[config.mk]
export PLATFORM = sky130hd
export DESIGN_NAME = floating_point_adder
export DESIGN_NICKNAME = d
export VERILOG_FILES = /design/src/rtl/fp32_pkg.sv /design/src/rtl/fp_lzc24.sv /design/src/rtl/floating_point_adder.sv
export SDC_FILE = /design/constraint.sdc
export NUM_CORES = 1
export LEC_CHECK = 0
export BUFFER_PORTS_ARGS = -buffer_cell sky130_fd_sc_hd__buf_2
export CAP_MARGIN = 40
export CORE_AREA = 8 8 161 163
export CTS_BUF_LIST = sky130_fd_sc_hd__clkbuf_2 sky130_fd_sc_hd__clkbuf_4 sky130_fd_sc_hd__clkbuf_8
export CTS_CLUSTER_SIZE = 28
export DETAILED_ROUTE_END_ITERATION = 8
export DIE_AREA = 0 0 169 171
export PLACE_DENSITY_LB_ADDON = 0.1
export SKIP_LAST_GASP = 1
export SYNTH_ARGS = -nofsm -noshare
export SYNTH_HDL_FRONTEND = slang
export SYNTH_SLANG_ARGS = --single-unit
[constraint.sdc]
create_clock -name clk -period 1.32 [get_ports clk]
set_clock_uncertainty 0.2 [all_clocks]
set_input_delay 0.264 -clock clk [delete_from_list [all_inputs] [get_ports clk]]
set_output_delay 0.264 -clock clk [all_outputs]
set_load 0.005 [all_outputs]
[src/rtl/fp32_pkg.sv]
// Shared binary32 format constants and the unpacked view used by the adder.
package fp32_pkg;
    localparam int EXP_W   = 8;
    localparam int FRAC_W  = 23;
    localparam int BIAS    = 127;
    localparam int EXP_MAX = 2 * BIAS + 1;
    localparam logic [31:0] QNAN = 32'h7FC0_0000;

    typedef struct packed {
        logic              sign;
        logic [EXP_W-1:0]  exp;
        logic [FRAC_W-1:0] frac;
    } fp32_t;

    function automatic logic [31:0] fp_inf(input logic s);
        return {s, 8'hFF, 23'd0};
    endfunction
endpackage

[src/rtl/fp_lzc24.sv]
// 24-bit leading-zero counter; returns 24 when the input is all zero.
module fp_lzc24 (
    input  logic [23:0] data_i,
    output logic [4:0]  count_o
);
    always_comb begin
        count_o = 5'd24;
        // Scanning upward lets the highest set bit make the final assignment.
        for (int i = 0; i < 24; i++) begin
            if (data_i[i]) begin
                count_o = 5'(23 - i);
            end
        end
    end
endmodule

[src/rtl/floating_point_adder.sv]
// binary32 adder (flush-to-zero, round-to-nearest-even) with one output register.
module floating_point_adder
    import fp32_pkg::*;
(
    input  logic        clk,
    input  logic        rst,
    input  logic [31:0] A,
    input  logic [31:0] B,
    output logic [31:0] Out
);
    localparam logic signed [9:0] EXP_INF = 10'(EXP_MAX);

    fp32_t a, b, l, s;
    logic  a_nan, b_nan, a_inf, b_inf, a_zero, b_zero;
    logic  a_ge, eff_sub;

    assign a = A;
    assign b = B;

    assign a_nan  = (a.exp == 8'hFF) && (a.frac != '0);
    assign b_nan  = (b.exp == 8'hFF) && (b.frac != '0);
    assign a_inf  = (a.exp == 8'hFF) && (a.frac == '0);
    assign b_inf  = (b.exp == 8'hFF) && (b.frac == '0);
    assign a_zero = (a.exp == 8'h00);
    assign b_zero = (b.exp == 8'h00);

    assign a_ge    = {a.exp, a.frac} >= {b.exp, b.frac};
    assign l       = a_ge ? a : b;
    assign s       = a_ge ? b : a;
    assign eff_sub = a.sign ^ b.sign;

    // Alignment: 24-bit mantissa plus guard, round and sticky.
    logic [7:0]  d_exp;
    logic [23:0] m_l, m_s;
    logic [49:0] s_shift;
    logic [26:0] l_al, s_al;

    assign d_exp   = l.exp - s.exp;
    assign m_l     = {1'b1, l.frac};
    assign m_s     = {1'b1, s.frac};
    assign s_shift = {m_s, 26'd0} >> d_exp;
    assign s_al    = (d_exp >= 8'd26) ? 27'd1 : {s_shift[49:24], |s_shift[23:0]};
    assign l_al    = {m_l, 3'b000};

    logic [27:0] sum;
    logic [26:0] diff, diff_norm;
    logic [4:0]  lz;

    assign sum  = {1'b0, l_al} + {1'b0, s_al};
    assign diff = l_al - s_al;

    fp_lzc24 u_lzc (
        .data_i  (diff[26:3]),
        .count_o (lz)
    );

    // A count of 24 only occurs when the leading one sits in the guard bit.
    assign diff_norm = diff << lz;

    logic [23:0]       mant;
    logic              g_bit, r_bit, s_bit;
    logic signed [9:0] exp_n;

    always_comb begin
        mant  = sum[26:3];
        g_bit = sum[2];
        r_bit = sum[1];
        s_bit = sum[0];
        exp_n = $signed({2'b00, l.exp});
        if (eff_sub) begin
            mant  = diff_norm[26:3];
            g_bit = diff_norm[2];
            r_bit = diff_norm[1];
            s_bit = diff_norm[0];
            exp_n = $signed({2'b00, l.exp}) - $signed({5'd0, lz});
        end else if (sum[27]) begin
            mant  = sum[27:4];
            g_bit = sum[3];
            r_bit = sum[2];
            s_bit = sum[1] | sum[0];
            exp_n = $signed({2'b00, l.exp}) + 10'sd1;
        end
    end

    logic              round_inc;
    logic [24:0]       mant_r;
    logic signed [9:0] exp_r;
    logic [22:0]       frac_r;

    assign round_inc = g_bit & (r_bit | s_bit | mant[0]);
    assign mant_r    = {1'b0, mant} + {24'd0, round_inc};
    assign exp_r     = exp_n + $signed({9'd0, mant_r[24]});
    assign frac_r    = mant_r[24] ? mant_r[23:1] : mant_r[22:0];

    logic [31:0] out_d, out_q;

    always_comb begin
        out_d = {l.sign, exp_r[7:0], frac_r};
        if (a_nan || b_nan) begin
            out_d = QNAN;
        end else if (a_inf && b_inf) begin
            out_d = eff_sub ? QNAN : fp_inf(a.sign);
        end else if (a_inf) begin
            out_d = fp_inf(a.sign);
        end else if (b_inf) begin
            out_d = fp_inf(b.sign);
        end else if (a_zero && b_zero) begin
            out_d = {a.sign & b.sign, 31'd0};
        end else if (a_zero) begin
            out_d = B;
        end else if (b_zero) begin
            out_d = A;
        end else if (eff_sub && (diff == 27'd0)) begin
            out_d = 32'd0;
        end else if (exp_n <= 10'sd0) begin
            out_d = {l.sign, 31'd0};
        end else if (exp_r >= EXP_INF) begin
            out_d = fp_inf(l.sign);
        end
    end

    always_ff @(posedge clk or posedge rst) begin
        if (rst) begin
            out_q <= 32'd0;
        end else begin
            out_q <= out_d;
        end
    end

    assign Out = out_q;
endmodule

==> results of run 1 <==
-- metrics by stage --
| stage | TNS, ns | setup slack, ns | area, µm² |
|---|---|---|---|
| 4_1_cts | -292.36 | -9.35 | 22400 |
| 3_5_place_dp | -332.52 | -10.68 | 20400 |
| 3_3_place_gp | -308.24 | -9.85 | 20400 |
| 2_1_floorplan | -322.61 | -10.37 | 14300 |
-- metal layers --
layer	GRT usage, %	overflow
met3	81.5	54
met1	85.8	45
met2	112	924
met5	56.3	5
met4	101	361
-- synthesized netlist by cell type, types with 11 or more instances --
cell	instances	area, µm²
a22oi_1	16	120
or3_1	19	119
nor2b_1	19	119
mux4_2	11	248
ha_1	91	1140
a21o_1	21	158
o22ai_1	13	81.3
and2_1	23	144
nor4_1	34	213
inv_1	97	364
o211ai_1	33	248
o21ai_0	132	661
nand3_1	63	315
a221oi_1	21	184
xor2_1	29	254
dfrtp_1	32	801
o31ai_1	21	158
o21a_1	13	97.6
nand2_1	203	762
a211oi_1	40	300
buf_2	32	160
mux2i_1	87	871
nor3_1	66	330
a2111oi_0	12	105
and3_1	17	106
nor2_1	182	683
clkbuf_1	81	304
a21oi_1	136	681
a31oi_1	28	175
xnor2_1	48	420
nand2b_1	26	163
mux2_2	34	383
nand4_1	42	263
-- timing repair --
item                                    CTS
gates cloned                              3
resized for setup                       290
endpoints found under the setup margin   34
hold endpoints to repair                 32
hold buffers                              1
buffers inserted                         65
pin swaps                               114
-- cell families after synthesis --
kind of cell    share of synthesized area (%)
simple gates                             28.0
compound gates                           34.2
buf+inv                                  7.44
mux                                      11.2
fa+ha+maj                                8.50
xor+xnor                                 4.87
flops                                    5.78
==> results.toml, run 1 <==
[placed_design]
dp_hpwl_um = 62900
io_buffers = 97
numPlacedInstances = 3072
gp_congestion = 1.30

[cts]
cts_inserted_buffers = 5
numClockSinks = 32
clock_path_buffers = 2
h-tree-depth = 2
root_buffer = "clkbuf_8"

[yosys]
synth_edf_count = 0
syn_inst = 2004
synth_cell_type_count = 123
synth_area_um2 = 13900
ys_seq_elements = 32
ys_seq_area_share_pct = 5.78
ys_warn_count = 0
synth_fp_nets = 2163
synth_ff_type = "dfrtp_1"
async_reset_ff_share_pct = 100
synth_area_per_cell_um2 = 6.92

[outcome]
error_line = "[ERROR GRT-0116] Global routing finished with congestion. Check the congestion regions in the DRC Viewer."
failed_stage = "global routing"
status = "did not finish"

[global_route]
grt_overflow_total = 1389
first_global_vias = 31400
grt_usage_pct = 93.2
grt_max_degree = 56
grt_pass1_wl_um = 210000

[floorplan]
die-width_um = 169
dieHeight_um = 171
rows = 56
pin_count = 98
initial_utilization_pct = 59.6
==> run 2: changes to the inputs <==
CORE_AREA = 8 8 196 198   (was 8 8 161 163)
CTS_BUF_LIST = not set   (was sky130_fd_sc_hd__clkbuf_2 sky130_fd_sc_hd__clkbuf_4 sky130_fd_sc_hd__clkbuf_8)
CTS_CLUSTER_SIZE = not set   (was 28)
DIE_AREA = 0 0 204 206   (was 0 0 169 171)
PLACE_DENSITY_LB_ADDON = 0.15   (was 0.1)
==> results.toml, run 2 <==
[outcome]
status = "finished with violations"
violations = "negative setup slack"

[yosys]
yosysTopAreaCellShare_pct = 8.22
synth_top_cells_by_count = "203 x nand2_1, 182 x nor2_1, 136 x a21oi_1, 132 x o21ai_0, 97 x inv_1"
yosys-top-cells-area = "ha_1 8.2%, mux2i_1 6.3%, dfrtp_1 5.8%"
synth_fp_nets = 2163
synth.most_common_cell = "nand2_1"
synth_area_um2 = 13900
async_reset_ff_share_pct = 100
syn_inst = 2004
ys_seq_elements = 32
synth_cell_type_count = 123
synth_area_per_cell_um2 = 6.92
synth_top_area_cell = "ha_1"
synth_edf_count = 0
ys_seq_area_share_pct = 5.78
synth_ff_type = "dfrtp_1"
ys_warn_count = 0

[worst_setup_path]
cp-start-kind = "input port"
arrival_ns = 10.99
max_stage_delay_ns = 0.59
worstPathRequired_ns = 1.31
cp_slowest_cell = "or4_4"
setup.worst_path.class = "input port to flip-flop"
end_kind = "flip-flop"
worstPathMaxFanout = 5

[cts]
clk_pin_slew_ns = 0.05
numClockSinks = 32
root_buffer = "clkbuf_16"
h-tree-depth = 2
cts_tree = "yes"
cts_inserted_buffers = 5
clock_path_buffers = 2

[layout]
largest_reg_flops = 32
layout_common_cells = "898 x buf_4, 196 x nand2_1, 168 x nor2_1, 106 x a21oi_1, 105 x o21ai_0"
seqCellArea_um2 = 801
multi_input_area_um2 = 13900
syn_to_final_growth_pct = 71.3
num-nets-final = 3070
drive_above_1_share_pct = 48.9
nFillCells = 3069
antenna_cells = 0
layout_commonest_cell = "buf_4"

[floorplan]
die_area_um2 = 42000
coreArea_um2 = 35200
rows = 69
initial_utilization_pct = 39.3
pin_count = 98
dieHeight_um = 206
die-width_um = 204

[sta]
hold_viol_final = 0
tightest_slew_ns = 0.840
rsz0062_at_grt = "true"
clock.fmax_ghz = 0.0909
relSlewSlack_pct = 43.3
whs_ns = 0.190
finalCriticalPeriod_ns = 11.00
finalCritPeriodShare_pct = 833
setup_violations = 32
drv_slew = 0
worst_slack_ns = -9.68

[global_route]
first_global_vias = 20100
grt_overflow_total = 0
grt_max_degree = 56
grt_pass1_wl_um = 120000
antenna_found_initial = 0
grt_usage_pct = 36.6

[power_and_ir_drop]
powerDensity_nw_per_um2 = 1370
switchingPower_uw = 16100
total_power_uw = 32400
sequentialPowerShare_pct = 4.9
peakVddDrop_mv = 1.62
power.internal_uw = 16300
pwr-share-comb_pct = 91.5
power_frac_clock_pct = 3.6
p_sw_share_pct = 49.6
power.leakage_uw = 0.0108

[drt]
ant_nets = 0
drt_first_pass_iters = 5
via_per_inst = 6.20
wl_per_cell_um = 24.2
drtIter0Drc = 2289
drc = 0
vias = 20900
wl_um = 81700

[flow_run]
maxCapViolations = 0

[placed_design]
gp_congestion = 1.08
dp_slack_ns = -10.72
io_buffers = 97
dp_hpwl_um = 67200

[min_path]
hold_class = "input port to flip-flop"
[run 2: logic make-up (layout without fill, tap and decap cells)]
kind of cell | Yosys count | in the layout | share of synthesized area, %
flops | 32 | 32 | 5.78
fa+ha+maj | 93 | 93 | 8.50
mux | 136 | 136 | 11.2
buf+inv | 241 | 1149 | 7.44
simple gates | 762 | 762 | 28.0
xor+xnor | 77 | 77 | 4.87
compound gates | 663 | 663 | 34.2
[run 2: path summary, 6_finish.rpt]
kind                       startpoint  cells past startpoint      end  slack, ns
setup / recovery                A[21]                     56   Out[3]      -9.68
max in group asynchronous         rst                      4  Out[27]       0.36
min in group asynchronous         rst                      4  Out[19]       0.37
hold / removal                  B[29]                      4  Out[29]       0.19
[run 2: cell type report]
cell class / instances / area share, %
multi-input combinational: 1731 / 58.5
clock buffer: 7 / 0.601
sequential: 32 / 3.37
clock inverter: 1 / 0.0316
inverter: 104 / 1.79
tap: 461 / 2.43
timing repair buffer: 1037 / 33.3
[run 2: repair_timing]
item                                    4_1_cts  5_1_grt
setup buffers                                30       42
endpoints found under the setup margin       32       32
hold endpoints to repair                     32        0
resized for setup                           189      203
cloned                                        0        1
hold buffers                                  1        0
pin swaps                                    96       97
[run 2: metal layers]
layer  GRT usage, %  vias to the layer above  wire [µm]
met4           14.5                        0       4130
met1           47.5                     9952      33200
met5              0                        -          0
met3           8.24                      266       9160
met2           58.1                     1258      35100
li1               -                     9422          -
[run 2: through the flow]
step | TNS [ns] | std cells | util (%) | area [µm²]
final | -302.91 | 3373 | 67.4 | 23700
after global routing | -314.59 | 3373 | 67.4 | 23700
after CTS | -300.44 | 3333 | 63.9 | 22500
after detailed placement | -336.52 | 3295 | 60.2 | 21200
after global placement | -336.08 | 3295 | 60.2 | 21200
after floorplan | -322.61 | 2004 | - | 14300
[run 2: critical path: cells and delay by family]
kind | cells | cell delay [ns]
simple gates | 18 | 3.37
xor+xnor | 1 | 0.15
fa+ha+maj | 5 | 0.91
compound gates | 17 | 3.39
buf+inv | 11 | 1.47
mux | 4 | 1.39
[run 2: power groups by stage]
stage               Combinational (µW)  Sequential [µW]  Clock [µW]
global placement                 25400             1580           0
global route                     31100             1610        1230
CTS                              27000             1570        1180
floorplan                        12300             1600           0
finish                           29700             1580        1180
detailed placement               25500             1590           0
Power figures use the tool's default switching activity.
==> run 3: changes to the inputs <==
ABC_AREA = 1   (was not set)
CORE_AREA = 8 8 181 183   (was 8 8 196 198)
DIE_AREA = 0 0 189 191   (was 0 0 204 206)
==> results.toml, run 3 <==
[layout]
antenna_cells = 0
utilization_pct = 70.8
syn_to_final_growth_pct = 80.1
drive_above_1_share_pct = 46.8
num-nets-final = 3141
largest_reg_flops = 32
layout_commonest_cell = "buf_4"
layout_common_cells = "750 x buf_4, 516 x nand2_1, 245 x nand3_1, 213 x inv_1, 126 x nor2_1"

[flow_run]
maxCapViolations = 0

[floorplan]
pin_count = 98
die_area_um2 = 36100
coreArea_um2 = 30000
die-width_um = 189
initial_utilization_pct = 39.3
dieHeight_um = 191
rows = 64

[yosys]
synth_cell_type_count = 68
ys_seq_area_share_pct = 6.78
ys_seq_elements = 32
synth_edf_count = 0
synth_area_um2 = 11800
synth_fp_nets = 2331
synth_top_area_cell = "nand2_1"
yosysTopAreaCellShare_pct = 19.7
synth.most_common_cell = "nand2_1"
synth_area_per_cell_um2 = 5.44
syn_inst = 2172
synth_top_cells_by_count = "620 x nand2_1, 344 x nand3_1, 252 x inv_1, 154 x nor2_1, 120 x a21oi_1"
yosys-top-cells-area = "nand2_1 20%, nand3_1 15%, ha_1 9.6%"
ys_warn_count = 0
async_reset_ff_share_pct = 100
synth_ff_type = "dfrtp_1"

[sta]
clock.fmax_ghz = 0.100
finalCriticalPeriod_ns = 9.98
rsz0062_at_grt = "true"
relSlewSlack_pct = 53.0
worst_slack_ns = -8.66
hold_viol_final = 0
whs_ns = 0.136
tightest_slew_ns = 0.697
setup_violations = 32
drv_slew = 0
finalCritPeriodShare_pct = 756

[min_path]
min-delay-start = "B[29]"
hold_class = "input port to flip-flop"
hold_end = "Out[29]"
whs_path_depth = 4

[global_route]
grt_use_met3_pct = 4.29
grt_overflow_total = 0
grt_usage_pct = 33.1
grt_use_met2_pct = 55.2
use_met1_pct = 42.0
grt_max_degree = 35
antenna_found_initial = 0
first_global_vias = 17900
grt_pass1_wl_um = 96200
busiest_layer = "met2"

[cts]
numClockSinks = 32
root_buffer = "clkbuf_16"
cts_inserted_buffers = 5
clk_pin_slew_ns = 0.05
h-tree-depth = 2
clock_path_buffers = 2
cts_tree = "yes"

[power_and_ir_drop]
sequentialPowerShare_pct = 5.8
p_sw_share_pct = 52.5
switchingPower_uw = 15000
peakVddDrop_mv = 0.823
power.internal_uw = 13600
power_frac_clock_pct = 4.6
power.leakage_uw = 0.0111
powerDensity_nw_per_um2 = 1350
pwr-share-comb_pct = 89.6

[drt]
drtIter0Drc = 2032
drt_first_pass_iters = 6
ant_nets = 0
wl_um = 65500
via_per_inst = 5.60
vias = 18900
drc = 0
wl_per_cell_um = 19.4

[worst_setup_path]
cpMostUsedCell = "nor2_4"
cp_slowest_cell = "ha_4"
worstPathMaxFanout = 8
worstPathRequired_ns = 1.28
max_stage_delay_ns = 0.29
arrival_ns = 9.94
cp-start-kind = "input port"
end_kind = "flip-flop"
setup.worst_path.class = "input port to flip-flop"

[placed_design]
gp_congestion = 1.01
dp_hpwl_um = 49400
io_buffers = 97
dp_slack_ns = -9.29

[outcome]
status = "finished with violations"
violations = "negative setup slack"
## run 3: layout make-up
cell class                 instances  area (µm²)
fill                            2502        8760
clock buffer                       6         129
inverter                         270        1090
clock inverter                     2        35.0
tap                              396         495
multi-input combinational       1777       11800
sequential                        32         801
timing repair buffer             896        6960
## run 3: cell families after synthesis
| family | count (synthesis) | synth area share (%) |
|---|---|---|
| buf+inv | 365 | 12.5 |
| flops | 32 | 6.78 |
| simple gates | 1287 | 49.0 |
| compound gates | 329 | 16.5 |
| xor+xnor | 65 | 5.14 |
| mux | 1 | 0.0848 |
| fa+ha+maj | 93 | 9.98 |
## run 3: worst max-delay path by stage
stage | cells past startpoint | startpoint | endpoint
floorplan | 69 | B[28] | Out[12]
global placement | 75 | B[28] | Out[30]
detailed placement | 75 | B[28] | Out[18]
CTS | 90 | B[28] | Out[12]
global route | 87 | B[28] | Out[12]
finish | 81 | A[27] | Out[30]
## run 3: power by group through the flow
stage	registers (µW)	clock network, µW	logic, µW
6_report	1660	1310	25700
5_1_grt	1680	1370	27400
4_1_cts	1650	1310	23000
3_5_place_dp	1660	0	20400
3_3_place_gp	1670	0	20300
2_1_floorplan	1610	0	10700
## run 3: through the flow
stage | instances | area (µm²) | total power, µW | setup TNS, ns
CTS | 3343 | 20100 | 26000 | -252.87
finish | 3379 | 21300 | 28600 | -272.14
global placement | 3180 | 17300 | 21900 | -280.42
floorplan | 2172 | 12100 | 12300 | -256.28
detailed placement | 3180 | 17300 | 22000 | -289.21
global route | 3379 | 21300 | 30500 | -288.72
## run 3: critical path: cells and delay by family
kind / cells / cell delay, ns
simple gates: 52 / 5.77
compound gates: 11 / 1.29
buf+inv: 11 / 1.25
fa+ha+maj: 5 / 0.91
xor+xnor: 2 / 0.36
## run 3: what timing repair did
action,in CTS,in global routing
setup endpoints to repair,32,32
hold buffers,1,0
resized for setup,327,212
gates cloned,5,0
hold endpoints to repair,32,0
buffers inserted,153,42
pin swaps,162,163
## run 3: per-layer routing
| layer | vias to the layer above | routed length (µm) |
|---|---|---|
| met5 | - | 0 |
| met4 | 0 | 4090 |
| met3 | 255 | 5570 |
| met2 | 1045 | 29800 |
| met1 | 8773 | 26100 |
| li1 | 8833 | - |
